`src/rtl/mul_share_arb_pkg.sv`:
```
// mul_share_arb_pkg
// Shared types, default widths and the round-robin pick helper for
// mul_share_arb.
//   arb_state_t : controller states (IDLE, BUSY, DONE)
//   rr_pick_t   : pick result {found, idx}
//   rr_pick()   : searches valid[] starting at (last+1) mod n, wrapping
`timescale 1ns/1ps
package mul_share_arb_pkg;

    localparam int DEF_NUM_REQ = 4;
    localparam int DEF_A_W     = 4;
    localparam int DEF_B_W     = 4;

    // The helper works on a fixed maximum width so one function
    // serves every legal NUM_REQ (2..8).
    localparam int MAX_REQ = 8;
    localparam int IDX_W   = 3;

    typedef enum logic [1:0] {
        IDLE = 2'd0,
        BUSY = 2'd1,
        DONE = 2'd2
    } arb_state_t;

    typedef struct packed {
        logic             found;
        logic [IDX_W-1:0] idx;
    } rr_pick_t;

    function automatic rr_pick_t rr_pick(input logic [MAX_REQ-1:0] valid,
                                         input logic [IDX_W-1:0]   last,
                                         input int                 n);
        rr_pick_t r;
        int       idx;
        r.found = 1'b0;
        r.idx   = '0;
        for (int k = 1; k <= MAX_REQ; k++) begin
            idx = (int'(last) + k) % n;
            if (k <= n && !r.found && valid[idx[IDX_W-1:0]]) begin
                r.found = 1'b1;
                r.idx   = idx[IDX_W-1:0];
            end
        end
        return r;
    endfunction

endpackage

```
`src/rtl/mul_share_arb_mul_core.sv`:
```
// mul_core
// Registered unsigned multiplier shared by all requesters.
//   clk : clock
//   a   : operand A (A_W)
//   b   : operand B (B_W)
//   c   : a*b registered every posedge, full A_W+B_W width
// No reset and no enable: the controller gates the operands.
`timescale 1ns/1ps
module mul_core #(
    parameter int A_W = 4,
    parameter int B_W = 4
) (
    input  logic               clk,
    input  logic [A_W-1:0]     a,
    input  logic [B_W-1:0]     b,
    output logic [A_W+B_W-1:0] c
);

    always_ff @(posedge clk) begin
        c <= (A_W+B_W)'(a) * (A_W+B_W)'(b);
    end

endmodule

```
`src/rtl/mul_share_arb.sv`:
```
// mul_share_arb
// Round-robin arbiter/sequencer sharing one registered multiplier among
// NUM_REQ requesters. One operation in flight: IDLE (grant) -> BUSY
// (product settles) -> DONE (response held until accepted).
//   clk, rst          : clock, synchronous active-high reset
//   req_valid/ready   : per-requester handshake, ready is one-hot grant
//   req_a, req_b      : packed operands, requester i at [i*W +: W]
//   rsp_valid/ready   : response handshake
//   rsp_id, rsp_c     : requester index and unsigned product
//   busy              : state is not IDLE
// Optional: MUL_SHARE_ARB_PRIO_EN gives requester 0 fixed top priority;
// the others round-robin and requester-0 grants leave `last` untouched.
`timescale 1ns/1ps
module mul_share_arb
    import mul_share_arb_pkg::*;
#(
    parameter  int NUM_REQ = DEF_NUM_REQ,
    parameter  int A_W     = DEF_A_W,
    parameter  int B_W     = DEF_B_W,
    localparam int ID_W    = $clog2(NUM_REQ)
) (
    input  logic                   clk,
    input  logic                   rst,
    input  logic [NUM_REQ-1:0]     req_valid,
    output logic [NUM_REQ-1:0]     req_ready,
    input  logic [NUM_REQ*A_W-1:0] req_a,
    input  logic [NUM_REQ*B_W-1:0] req_b,
    output logic                   rsp_valid,
    input  logic                   rsp_ready,
    output logic [ID_W-1:0]        rsp_id,
    output logic [A_W+B_W-1:0]     rsp_c,
    output logic                   busy
);

    arb_state_t           state, state_nxt;
    logic [ID_W-1:0]      last;
    logic [ID_W-1:0]      sel;
    logic                 grant;
    rr_pick_t             pick;
    logic [MAX_REQ-1:0]   valid_ext;
    logic [A_W-1:0]       mul_a;
    logic [B_W-1:0]       mul_b;
    logic [A_W+B_W-1:0]   mul_c;

    assign valid_ext = MAX_REQ'(req_valid);

`ifdef MUL_SHARE_ARB_PRIO_EN
    always_comb begin
        if (req_valid[0]) begin
            pick.found = 1'b1;
            pick.idx   = '0;
        end else begin
            // Requester 0 is excluded from the rotation.
            pick = rr_pick(valid_ext & ~MAX_REQ'(1), IDX_W'(last), NUM_REQ);
        end
    end
`else
    always_comb begin
        pick = rr_pick(valid_ext, IDX_W'(last), NUM_REQ);
    end
`endif

    assign sel   = pick.idx[ID_W-1:0];
    // Reset holds req_ready low so nothing is accepted during reset.
    assign grant = (state == IDLE) && pick.found && !rst;

    always_comb begin
        req_ready = '0;
        mul_a     = '0;
        mul_b     = '0;
        if (grant) begin
            req_ready = NUM_REQ'(1) << sel;
            mul_a     = req_a[int'(sel)*A_W +: A_W];
            mul_b     = req_b[int'(sel)*B_W +: B_W];
        end
    end

    mul_core #(.A_W(A_W), .B_W(B_W)) u_mul (
        .clk (clk),
        .a   (mul_a),
        .b   (mul_b),
        .c   (mul_c)
    );

    always_comb begin
        state_nxt = state;
        case (state)
            IDLE:    if (grant) state_nxt = BUSY;
            BUSY:    state_nxt = DONE;
            DONE:    if (rsp_ready) state_nxt = IDLE;
            default: state_nxt = IDLE;
        endcase
    end

    always_ff @(posedge clk) begin
        if (rst) begin
            state  <= IDLE;
            last   <= ID_W'(NUM_REQ-1);
            rsp_id <= '0;
            rsp_c  <= '0;
        end else begin
            state <= state_nxt;
            if (grant) begin
                rsp_id <= sel;
`ifdef MUL_SHARE_ARB_PRIO_EN
                if (sel != '0) last <= sel;
`else
                last <= sel;
`endif
            end
            // Multiplier output holds the granted product during BUSY.
            if (state == BUSY) rsp_c <= mul_c;
        end
    end

    assign rsp_valid = (state == DONE);
    assign busy      = (state != IDLE);

endmodule

```
`config.mk`:
```
export PLATFORM = sky130hd
export DESIGN_NAME = mul_share_arb
export DESIGN_NICKNAME = d
export VERILOG_FILES = /design/src/rtl/mul_share_arb_pkg.sv /design/src/rtl/mul_share_arb_mul_core.sv /design/src/rtl/mul_share_arb.sv
export SDC_FILE = /design/constraint.sdc
export NUM_CORES = 1
export LEC_CHECK = 0
export ABC_CLOCK_PERIOD_IN_PS = 9070
export CORE_ASPECT_RATIO = 0.8
export CORE_MARGIN = 2
export CORE_UTILIZATION = 50
export DETAILED_ROUTE_END_ITERATION = 10
export PLACE_DENSITY = 0.93
export SYNTH_ARGS = -nofsm -noshare
export SYNTH_HDL_FRONTEND = slang
export SYNTH_SLANG_ARGS = --single-unit
```
`constraint.sdc`:
```
create_clock -name clk -period 9.07 [get_ports clk]
set_input_delay 2.2675 -clock clk [delete_from_list [all_inputs] [get_ports clk]]
set_output_delay 2.2675 -clock clk [all_outputs]
set_load 0.02 [all_outputs]
```
After elaboration in Yosys (flattened, before gate mapping):

Index checks and enable logic that the tools add are counted.

* bits in latches: 0
* output and inout bits: 16
* memories kept: 0
* ROM bits: 0
* bits of input ports: 39
* word-level logic and storage cells: 59
* register bits: 22
* memory bits (writable): 0

* multiply operators: 1
* $lt $le $gt $ge: 4
* $add $sub $neg: 4
* multiplexer cells: 18
* equality and inequality tests: 4
* reductions and logical operators: 16
* divide/modulo/power cells: 0
* shifts and indexed selects: 3
* bitwise logic cells: 4

Operator list (number)
* 16-bit by 5-bit variable part select with 4-bit output: 2
* 4-bit two-way mux: 7
* 3-bit by 4-bit less-than comparator with 1-bit output (second input constant): 4
* 1-bit binary-select mux with 3-bit select: 4
* 4-bit by 4-bit multiplier with 8-bit output: 1
* 2-bit OR reduction: 4
* 2-bit case mux with 3 select lines: 1
* 1-bit logical AND: 5
* 2-bit by 1-bit adder with 2-bit output (second input constant): 2
* 2-bit adder (second input constant): 2
* 1-bit bitwise AND (first input constant): 4
* 1-bit logical NOT: 4
* 1-bit two-way mux: 4
* 2-bit two-way mux: 2
* 1-bit by 2-bit << shifter with 4-bit output (first input constant): 1
* 2-bit by 1-bit == test with 1-bit output (second input constant): 1
* 2-bit == test (second input constant): 1
* 2-bit logical NOT: 1
* 2-bit by 1-bit inequality test with 1-bit output (second input constant): 1
* 2-bit inequality test (second input constant): 1
* 2-bit AND reduction: 1
* 2-bit nonzero test: 1

Logic depth before layout (Yosys ltp):

* depth after elaboration: 19
* mapped depth: 16
* gate-level depth less buffers: 14

Modules after synthesis:

A second synthesis with hierarchy kept.

* cell total of the unflattened synthesis: 168
* area total of the unflattened synthesis: 1492.7 um^2

By module, submodules not included
* mul_share_arb: instances 1, cells an instance 109, area each 885.8 um^2, seq. area each 280.3 um^2
* mul_core: instances 1, cells an instance 59, area each 606.8 um^2, seq. area each 160.2 um^2

Worst setup path before layout:

No wires, ideal clock.

* path kind: input to register
* from: input port req_valid[0]
* to: register u_mul.c[7]
* data arrival time: 5503 ps
* path slack: 3495 ps
* stages: 13
* cells stage by stage: a21o_1 -> a31oi_4 -> mux4_2 -> a21o_1 -> fa_1 -> inv_1 -> fa_1 -> ha_1 -> a21o_1 -> a21oi_1 -> o21bai_1 -> a21oi_1 -> xnor2_1

* word-level cells in the longest chain between the ends: 16
* elaborated cells on any way between the ends: 25

RTL lines
* start, declared: line mul_share_arb.sv:24 `input logic [NUM_REQ-1:0] req_valid,`
* 1-bit binary-select mux with 3-bit select: line mul_share_arb_pkg.sv:39 `if (k <= n && !r.found && valid[idx[IDX_W-1:0]]) begin`
* 1-bit two-way mux (not written as such): line mul_share_arb_pkg.sv:39
* 4-bit two-way mux: line mul_share_arb_pkg.sv:39
* 1-bit logical NOT: line mul_share_arb_pkg.sv:39
* 1-bit logical AND: line mul_share_arb_pkg.sv:39
* 4-bit two-way mux: line mul_share_arb_pkg.sv:39
* 1-bit logical NOT: line mul_share_arb_pkg.sv:39
* 1-bit logical AND: line mul_share_arb_pkg.sv:39
* 4-bit two-way mux: line mul_share_arb_pkg.sv:39
* 1-bit logical NOT: line mul_share_arb_pkg.sv:39
* 1-bit logical AND: line mul_share_arb_pkg.sv:39
* 4-bit two-way mux *: line mul_share_arb_pkg.sv:39
* parallel branches: the longest is 3 deep, another holds 16-bit by 5-bit variable part select with 4-bit output
* 4-bit by 4-bit multiplier with 8-bit output *: line mul_share_arb_mul_core.sv:20 `c <= (A_W+B_W)'(a) * (A_W+B_W)'(b);`
* end signal, assigned: line mul_share_arb_mul_core.sv:20
* end, declared: line mul_share_arb_mul_core.sv:16 `output logic [A_W+B_W-1:0] c`

Mark *: on every way between the ends. The select of a mux whose other input is x is not followed.
A chain may end at the register's enable or synchronous reset.

Final worst setup path:

* from: input port req_valid[3]
* to: output port req_ready[3]

* word-level cells in the longest chain between the ends: 15
* elaborated cells on any way between the ends: 22

RTL lines
* 1-bit binary-select mux with 3-bit select: line mul_share_arb_pkg.sv:39
* 1-bit two-way mux (not written as such): line mul_share_arb_pkg.sv:39
* 4-bit two-way mux: line mul_share_arb_pkg.sv:39
* 1-bit logical NOT: line mul_share_arb_pkg.sv:39
* 1-bit logical AND: line mul_share_arb_pkg.sv:39
* 4-bit two-way mux: line mul_share_arb_pkg.sv:39
* 1-bit logical NOT: line mul_share_arb_pkg.sv:39
* 1-bit logical AND: line mul_share_arb_pkg.sv:39
* 4-bit two-way mux: line mul_share_arb_pkg.sv:39
* 1-bit logical NOT: line mul_share_arb_pkg.sv:39
* 1-bit logical AND: line mul_share_arb_pkg.sv:39
* 4-bit two-way mux *: line mul_share_arb_pkg.sv:39
* 1-bit logical AND (2 in series): line mul_share_arb.sv:65 `assign grant = (state == IDLE) && pick.found && !rst;`
* 4-bit two-way mux *: line mul_share_arb.sv:71 `if (grant) begin`
* end, declared: line mul_share_arb.sv:25 `output logic [NUM_REQ-1:0] req_ready,`

Every way passes the cells marked *; elsewhere a longest branch is shown, timed or not. The select of a mux whose other input is x is not followed.

==> results.toml <==
[clock_tree]
numClockSinks = 22
root_buffer = "clkbuf_8"
postCtsSetupBuffers = 0
cts_made_buffers = 3
insertion_delay_ps = 270
h-tree-depth = 1
max-clock-path-buffers = 2
cts_resized = 0
tritoncts = "yes"
path_clk_slew_ps = 80
postCtsHoldBufs = 0

[synth]
synth_mux_area_share_pct = 5.36
synth_edf_count = 0
async_flop_share_pct = 0
synth_adder_area_share_pct = 13.7
synth_top_family_by_area = "compound AO/OA/AOI/OAI gates"
yosys_warnings = 0
synthFlopType = "dfxtp_1"
synth_compound_area_share_pct = 26.3
yosysSeqAreaShare_pct = 26.2
syn_nets = 251
synth_cell_types = 42
syn_avg_cell_area_um2 = 8.58
synth_xor_xnor_area_share_pct = 2.08
synth-seq-cells = 22
netlist_instances = 196
yosys.area_share.simple_pct = 20.4
netlist_area_mm2 = 0.00168

[sta]
tightest_slew_ps = 541
fin_skew_ps = 2.23
max_freq_mhz = 149
slew_violations = 0
fin_ws_ps = 2340
slew-limit-headroom_pct = 63.6
hold_violations = 0
fin_setup_tns_ps = 0
layout_min_cycle_time_ps = 6730
fin_crit_sh_pct = 74.2
hold_slack_ps = 436
setup_viol = 0
rsz0062_at_grt = "no"

[finish]
synthToLayoutAreaGrowth_pct = 36.8
nFillCells = 234
fin_cells = 287
postLayoutCellArea_mm2 = 0.00230
drive_above_1_share_pct = 8.10
multi_input_area_mm2 = 0.00114
nNetsFinal = 303
diodes = 0
ff_latch_area_um2 = 440

[drt]
via_per_inst = 5.52
wire_per_inst_um = 14.5
vias = 1585
drt_first_pass_iters = 4
ant_nets = 0
drc = 0
wirelength_mm = 4.15
drt_iter0_drc = 122

[power_and_ir_drop]
switching_share_pct = 32.1
pwr-share-seq_pct = 34.7
p_clk_share_pct = 26.5
vdd_ir_drop_max_uv = 72.3
combPwrFrac_pct = 38.8
p_per_area_mw_per_mm2 = 149
p_leak_nw = 0.970
p_int_mw = 0.233
p_sw_mw = 0.110

[global_routing]
antenna_found_initial = 0
grt_max_degree = 20
grt_pass1_wl_mm = 6.82
grt_pass1_vias = 1535
grtUsageTotal_pct = 23.1
gr-total-overflow = 0

[placement]
place_hpwl_mm = 3.31
routabilityCongestion = 0.837
io_buffer_count = 54
pre_cts_slack_ps = 2370
dp.cells = 283
place_area_mm2 = 0.00223

[run_status]
outcome = "finished clean"

[critical_path]
arrival_ps = 4460
worst-path-max-fanout = 16
setup.worst_path.start_class = "input pin"
critical_path_class = "input pin to primary output"
cp_data_required_time_ps = 6800
end_kind = "primary output"

[min_path]
worstHoldPathType = "flop to flop"

[floorplanning]
design.core.area_mm2 = 0.00315
die_width_um = 68.8
io_pins = 55
start_util_pct = 53.3
dieArea_mm2 = 0.00385
std_cell_rows = 18
die_h_um = 55.9

[job]
cap_violations = 0
[critical path, stage by stage]
cell             delay (ps)
clkdlybuf4s50_1         630
nand3b_1                160
a31oi_4                 500
nand2_2                 140
a21oi_1                 140
clkdlybuf4s50_1         610
[worst paths after layout]
kind,start,to,slack [ps],cells after the start
max,req_valid[3],req_ready[3],2340,6
min,u_mul.c[0],rsp_c[0],440,2
max reg2reg,last[1],u_mul.c[7],4600,14
min reg2reg,u_mul.c[0],rsp_c[0],440,2
[sequential cells by signal, summed over array words and instances (netlist names)]
| name | flops |
|---|---|
| rsp_c | 8 |
| u_mul.c | 8 |
| last | 2 |
| rsp_id | 2 |
| state | 2 |
[per-layer routing]
| layer | routed length [µm] | share of wire (%) | vias up | GRT usage [%] |
|---|---|---|---|---|
| met5 | 0 | 0 | - | 0 |
| met4 | 144 | 3.5 | 0 | 12.6 |
| met3 | 181 | 4.4 | 13 | 3.24 |
| met2 | 1980 | 48 | 66 | 36.1 |
| met1 | 1840 | 44 | 714 | 30.1 |
| li1 | - | - | 792 | - |
[cell families (layout without fill, tap and decap cells)]
logic type	Yosys count	after routing
AND/OR/NAND/NOR	66	66
multiplexers	4	4
flip-flops	22	22
buffers and inverters	22	73
AO/OA/AOI/OAI	62	62
XOR/XNOR	4	4
adder cells (fa/ha/maj)	16	16
[power by group through the flow]
| stage | combinational, mW | sequential (mW) | clock (mW) |
|---|---|---|---|
| CTS | 0.132 | 0.119 | 0.0917 |
| global placement | 0.127 | 0.120 | 0 |
| finish | 0.133 | 0.119 | 0.0909 |
| global route | 0.146 | 0.120 | 0.0954 |
| floorplan | 0.0876 | 0.121 | 0 |
| detailed placement | 0.131 | 0.121 | 0 |
[placed cells by master (no fill, tap or decap), types with 7 or more instances in the layout]
cell and n:
clkdlybuf4s50_1 54, a21oi_1 25, dfxtp_1 22, nand2_1 16
inv_1 15, nor2_1 14, ha_1 12, a21o_1 7
and3_1 7
[stage by stage]
step,total power [mW],utilization (%)
6_report,0.343,72.9
5_1_grt,0.362,72.9
4_1_cts,0.343,72.9
3_5_place_dp,0.252,70.7
3_3_place_gp,0.247,70.7
2_1_floorplan,0.209,-
[synthesized netlist by cell type, types with 2 or more instances]
cell | count | share of area, %
and2_1 | 3 | 1.1
nand2_2 | 2 | 0.74
buf_6 | 2 | 1.3
nand2b_1 | 6 | 2.2
dfxtp_1 | 22 | 26
nand2_1 | 16 | 3.6
buf_2 | 2 | 0.60
a21boi_0 | 6 | 2.7
nor2_1 | 14 | 3.1
inv_1 | 15 | 3.3
fa_1 | 4 | 4.8
nor2b_1 | 2 | 0.74
xnor2_1 | 3 | 1.6
o21bai_1 | 2 | 0.89
clkbuf_1 | 3 | 0.67
o21ai_0 | 4 | 1.2
mux4_2 | 3 | 4.0
and3_1 | 7 | 2.6
a221oi_1 | 3 | 1.6
nor3_1 | 6 | 1.8
nand3_1 | 3 | 0.89
a21oi_1 | 25 | 7.4
nor3_2 | 2 | 1.2
ha_1 | 12 | 8.9
o21ai_1 | 6 | 1.8
a21o_1 | 7 | 3.1
[final cells by class]
type	count	area share (%)
Multi-Input combinational cell	152	49.6
Timing Repair Buffer	54	23.5
Sequential cell	22	19.2
Inverter	15	2.45
Tap cell	40	2.18
Clock buffer	3	1.80
Clock inverter	1	1.31
No activity file was read; power rests on OpenSTA's default activity.
